===== config.mk =====
export PLATFORM = sky130hd
export DESIGN_NAME = lif_neuron
export DESIGN_NICKNAME = d
export VERILOG_FILES = /design/src/rtl/lif_pkg.sv /design/src/rtl/syn_accumulator.sv /design/src/rtl/lif_neuron.sv
export SDC_FILE = /design/constraint.sdc
export NUM_CORES = 1
export LEC_CHECK = 0
export CAP_MARGIN = 10
export CORE_MARGIN = 4
export CORE_UTILIZATION = 40
export DETAILED_ROUTE_END_ITERATION = 8
export MAX_ROUTING_LAYER = met4
export PLACE_DENSITY = 0.77
export SLEW_MARGIN = 20
export SYNTH_ARGS = -nofsm -noshare
export SYNTH_HDL_FRONTEND = slang
export SYNTH_SLANG_ARGS = --single-unit

===== constraint.sdc =====
create_clock -name clk -period 8.9 [get_ports clk]
set_input_delay 0.89 -clock clk [delete_from_list [all_inputs] [get_ports clk]]
set_output_delay 0.89 -clock clk [all_outputs]
set_load 0.05 [all_outputs]

===== src/rtl/lif_pkg.sv =====
// Shared widths, state encoding and sizing helpers for the LIF neuron and its
// synapse accumulator.
package lif_pkg;

    localparam int LIF_N_SYN = 4;
    localparam int LIF_V_W   = 12;
    localparam int LIF_W_W   = 8;
    localparam int LIF_TAU_W = 3;
    localparam int LIF_REF_W = 4;

    typedef enum logic {
        ST_INTEGRATE  = 1'b0,
        ST_REFRACTORY = 1'b1
    } lif_state_e;

    // Width that holds N_SYN weights of W_W bits added together without overflow.
    function automatic int sum_width(input int n_syn, input int w_w);
        return w_w + $clog2(n_syn);
    endfunction

endpackage


===== src/rtl/syn_accumulator.sv =====
// Combinational weighted sum of the active synapse events.
module syn_accumulator
    import lif_pkg::*;
#(
    parameter int N_SYN = LIF_N_SYN,
    parameter int W_W   = LIF_W_W
) (
    input  logic [N_SYN-1:0]                    syn,
    input  logic [N_SYN*W_W-1:0]                weight,
    output logic [sum_width(N_SYN, W_W)-1:0]    sum
);

    localparam int S_W = sum_width(N_SYN, W_W);

    always_comb begin
        sum = '0;
        for (int i = 0; i < N_SYN; i++) begin
            if (syn[i]) begin
                sum = sum + S_W'(weight[i*W_W +: W_W]);
            end
        end
    end

endmodule


===== src/rtl/lif_neuron.sv =====
// Leaky integrate-and-fire neuron: saturating integration of weighted synapse
// events, shift-based leak, threshold spike, reset potential and refractory hold.
//
//   state         | meaning
//   --------------+------------------------------------------------------------
//   ST_INTEGRATE  | leak + integrate each enabled edge, spike on threshold
//   ST_REFRACTORY | V frozen, inputs ignored, down-counter runs to terminal 1
module lif_neuron
    import lif_pkg::*;
#(
    parameter int N_SYN = LIF_N_SYN,
    parameter int V_W   = LIF_V_W,
    parameter int W_W   = LIF_W_W,
    parameter int TAU_W = LIF_TAU_W,
    parameter int REF_W = LIF_REF_W
) (
    input  logic                  clk,
    input  logic                  rst,
    input  logic                  en,
    input  logic [N_SYN-1:0]      syn,
    input  logic [N_SYN*W_W-1:0]  weight,
    input  logic [TAU_W-1:0]      tau_shift,
    input  logic [V_W-1:0]        threshold,
    input  logic [V_W-1:0]        v_reset,
    input  logic [REF_W-1:0]      refrac_len,
    output logic                  spike,
    output logic [V_W-1:0]        V,
    output logic                  refractory
);

    localparam int S_W = sum_width(N_SYN, W_W);
    localparam int C_W = V_W + $clog2(N_SYN) + 1;
    localparam logic [C_W-1:0] C_MAX = C_W'({V_W{1'b1}});

    lif_state_e       state_q, state_d;
    logic [V_W-1:0]   v_q, v_d;
    logic [REF_W-1:0] cnt_q, cnt_d;
    logic             spike_q, spike_d;

    logic [S_W-1:0]   syn_sum;
    logic [V_W-1:0]   leak;
    logic [C_W-1:0]   cand_full;
    logic [V_W-1:0]   cand;
    logic             fire;

    syn_accumulator #(
        .N_SYN (N_SYN),
        .W_W   (W_W)
    ) u_syn_acc (
        .syn    (syn),
        .weight (weight),
        .sum    (syn_sum)
    );

    // leak never exceeds v_q, so the subtraction cannot underflow
    assign leak      = v_q >> tau_shift;
    assign cand_full = C_W'(v_q) - C_W'(leak) + C_W'(syn_sum);
    assign cand      = (cand_full > C_MAX) ? {V_W{1'b1}} : cand_full[V_W-1:0];
    assign fire      = (cand >= threshold);

    always_ff @(posedge clk or negedge rst) begin
        if (!rst) begin
            state_q <= ST_INTEGRATE;
            v_q     <= '0;
            cnt_q   <= '0;
            spike_q <= 1'b0;
        end else begin
            state_q <= state_d;
            v_q     <= v_d;
            cnt_q   <= cnt_d;
            spike_q <= spike_d;
        end
    end

    always_comb begin
        state_d = state_q;
        v_d     = v_q;
        cnt_d   = cnt_q;
        spike_d = 1'b0;
        if (en) begin
            case (state_q)
                ST_INTEGRATE: begin
                    if (fire) begin
                        spike_d = 1'b1;
                        v_d     = v_reset;
                        if (refrac_len != '0) begin
                            state_d = ST_REFRACTORY;
                            cnt_d   = refrac_len;
                        end
                    end else begin
                        v_d = cand;
                    end
                end
                ST_REFRACTORY: begin
                    cnt_d = cnt_q - REF_W'(1);
                    // terminal count; <= also recovers from a stray zero count
                    if (cnt_q <= REF_W'(1)) begin
                        state_d = ST_INTEGRATE;
                        cnt_d   = '0;
                    end
                end
                default: begin
                    state_d = ST_INTEGRATE;
                    cnt_d   = '0;
                end
            endcase
        end
    end

    assign spike      = spike_q;
    assign V          = v_q;
    assign refractory = (state_q == ST_REFRACTORY);

endmodule

==> results by stage <==
Outcome:
- The flow ran to the end, and the final reports show no timing, DRC or antenna violations.

Logic synthesis:
- The predominant post-synthesis flop cell is sky130_fd_sc_hd__dfrtp_1.
- The number of nets handed over by synthesis was 654.
- In this run, synthesis produced a sequential element count of 18.
- A synthesized cell averages 7.62 um2.
- Summed over all instances, the cell type with the most area after synthesis is sky130_fd_sc_hd__ha_1.
- Of the total synthesized cell area, the portion taken by AND, OR, NAND and NOR gates is 17.8%.
- Of the total synthesized cell area, the portion taken by full adders, half adders and majority gates is 21.4%.
- After synthesis, the largest family of logic cells by area is compound AO/OA/AOI/OAI gates.
- The proportion of netlist area held by the largest area contributor is around a fifth.
- The portion of netlist area occupied by mux cells is 8.81%.
- Summing the sequential cell areas from Yosys gives 11.4% of the chip area.
- The synthesized instance count is 520.
- Synthesis instantiated between 60 and 70 different standard cells from the library.
- Summing the areas of all xor and xnor instances in the mapped netlist gives about 7.5% of the synthesized area.
- In the synthesized netlist the async set-or-reset flop fraction comes to between 90% and 100%.
- The synthesized netlist devotes 26.5% of its cell area to compound gates.
- The number of warnings printed during yosys synthesis is 0.
- The number of enable-type register cells in the synthesized netlist is 0.
- The mapped netlist covers 0.00396 mm2.
- Sorting the synthesized cells by area gives the leading types as sky130_fd_sc_hd__ha_1 (19%), sky130_fd_sc_hd__dfrtp_1 (11%), sky130_fd_sc_hd__a21oi_1 (6.4%).

Layout:
- Fill cells in the final layout number 918.
- In the final layout, flip-flops and latches occupy 450 um2.
- The top cell types in the final layout, fill and taps aside, are sky130_fd_sc_hd__clkdlybuf4s50_1 (83), sky130_fd_sc_hd__ha_1 (57), sky130_fd_sc_hd__inv_1 (52).
- Leaving out fill and tap cells, the most frequent cell in the layout is sky130_fd_sc_hd__clkdlybuf4s50_1.
- 0 antenna diodes ended up in the layout.
- Cells with a size suffix above 1 make up 10.5% of the layout.
- Summing all multi-input logic gate instances after layout gives 0.00335 mm2.
- For this run, the post-layout net count is 747.
- From synthesis to final layout, the design area changed by 31.2%.

Global routing:
- The number of global-route vias before repair is 3912.
- The initial antenna violation count is 0.
- The first global-routing pass estimated ~18000 um of wire.
- Entering global routing, the biggest net connects 19 pins.
- Global routing used 18.7% of the available tracks.
- The total overflow left after global routing is 0.

Floorplanning:
- The number of top-level pins is 84.
- The die span in x is 108 um.
- The die footprint is 0.0116 mm2.
- The core region is 0.00973 mm2.
- The initial cell density of the core is 40.7%.
- After floorplanning, the core was divided into 36 placement rows.
- The die boundary height is 108 um.

Detailed routing:
- After detailed routing, the average wire length per cell comes to ~14 um.
- The count of vias placed by the detailed router is ~4k.
- The detailed-route vias per instance is between 5 and 6.
- The DRC violation count after routing is 0.
- The final layout contains routed wiring with a total length of roughly 11000 um.
- The post-detailed-route count of antenna-violating nets is 0.
- For this block, the initial DRC count from the detailed router was 174.
- The iteration count of the initial detailed-routing pass is 4.

CTS:
- In this run the number of H-tree levels came out at 1.
- The clock transition time at the flip-flop clock pins of the worst setup and hold paths is 70 ps.
- Counting along the longest clock path gives a buffer depth of 2.
- The insertion delay to the later sink of the worst-skew pair is 260 ps.
- TritonCTS built the clock tree.
- Buffers inserted during clock tree synthesis total 3.
- The post-cts hold buffer count is 0.
- The library cell used as clock root buffer is sky130_fd_sc_hd__clkbuf_8.
- The clock net in this run drives a total of 18 sinks.

Worst hold path:
- The worst hold path belongs to the class reg -> reg.

Setup path:
- The category of the critical setup timing path is in -> reg.
- The critical-path maximum fanout is 13.
- The worst setup path is launched from an input port.
- The endpoint kind of the worst setup timing path is a flip-flop.
- The data required time at the worst endpoint is 9040 ps.
- The critical path data arrival time is 8600 ps.
- Counting stages on the worst path, the most repeated cell is sky130_fd_sc_hd__ha_1.
- The delay of the slowest cell on the worst path is 490 ps.
- Among all stages on the critical path, the largest delay is contributed by sky130_fd_sc_hd__clkdlybuf4s50_1.

STA:
- In the final timing run, aggregate negative setup slack is 0 ps.
- Headroom to the max-slew limit came out at 43.9%.
- The setup skew after layout is roughly 4.5 ps.
- Based on the critical path, the design can be clocked at up to 0.118 GHz.
- The final hold violation count is 0.
- The minimum period implied by the final worst setup slack is approximately 8500 ps.
- The portion of the clock cycle consumed by the worst path in the final layout is 95.1%.
- The number of max-slew violations in the final report is 0.
- The slew at the pin with the worst max-slew slack is 839 ps.
- The total setup violations reported at the end of the flow is 0.

Placed design:
- The routability congestion estimate from global placement is 0.857.
- During placement, the flow inserted port buffers numbering 83.
- Detailed placement finished with a half-perimeter wire length of 8960 um.

Flow run:
- The tool flagged a number of max-cap violations equal to 0.
## metal layers
layer	share of wire, %	wire length (um)	GRT usage [%]	vias up
li1	-	-	-	2051
met1	46	4890	24.5	1855
met2	51	5420	31.8	70
met3	2.3	248	0.660	10
met4	1.3	136	4.60	0
met5	0	0	-	-
## synthesized netlist by cell type, drive strengths merged (8+ instances only)
cell type and instances:
a211oi 12, a21o 15, a21oi 51, and3 17, clkbuf 12, dfrtp 18
ha 59, inv 52, mux2 16, mux2i 12, nand2 23, nand2b 11
nor2 52, nor2b 14, o21a 8, o21ai 45, xnor2 23, xor2 11
## critical path, delay by kind of cell
| family | cells | cell delay [ps] |
|---|---|---|
| compound gates | 12 | 2460 |
| simple gates | 11 | 1300 |
| xor+xnor | 2 | 220 |
| buf+inv | 4 | 850 |
| fa+ha+maj | 6 | 1660 |
| mux | 4 | 1230 |
## sequential cells by signal, summed over array words and instances (netlist names)
signal      flops
cnt_q           4
V              12
refractory      1
spike           1
## metrics by stage
stage | util, % | instances | hold WS [ps] | setup slack (ps) | instance area (um2)
floorplan | - | 520 | 450 | 854 | 3960
global placement | 51.8 | 739 | 495 | 199 | 5040
detailed placement | 51.8 | 739 | 487 | -76.5 | 5040
CTS | 52.4 | 743 | 505 | 173 | 5100
global route | 53.4 | 745 | 523 | -49.8 | 5200
finish | 53.4 | 745 | 511 | 432 | 5200
## logic make-up after synthesis
group / after synthesis
xor gates and xnor gates: 34
adders and majority gates: 65
and+or+nand+nor: 140
AOI/OAI and AO/OA: 166
buffers and inverters: 67
DFF: 18
muxes: 30
## final timing paths
check                                      from                    to  slack, ps  depth (start not counted)
min                        cnt_q[1]$_DFFE_PN0P_  cnt_q[1]$_DFFE_PN0P_        510                          1
max reg2reg                    V[4]$_DFFE_PN0P_     V[10]$_DFFE_PN0P_       2520                         26
min reg2reg                cnt_q[1]$_DFFE_PN0P_  cnt_q[1]$_DFFE_PN0P_        510                          1
max in group asynchronous                   rst  cnt_q[3]$_DFFE_PN0P_       7270                          1
min in group asynchronous                   rst      V[6]$_DFFE_PN0P_       1110                          1
max                                      syn[0]     V[10]$_DFFE_PN0P_        430                         39
## area by class of cell
| class | instances | share of cell area [%] |
|---|---|---|
| clock buffers | 4 | 1.06 |
| inverters | 52 | 3.75 |
| multi-input cells | 436 | 64.4 |
| flip-flops and latches | 18 | 8.66 |
| well taps | 133 | 3.20 |
| repair buffers | 102 | 19.0 |
## timing repair
item | 4_1_cts | 5_1_grt
setup endpoints to repair | 0 | 18
resized for setup | 0 | 23
setup buffers | 0 | 1
Power is not shown: default switching activity piles up to over one toggle a cycle in this logic, so the estimate is an artifact.
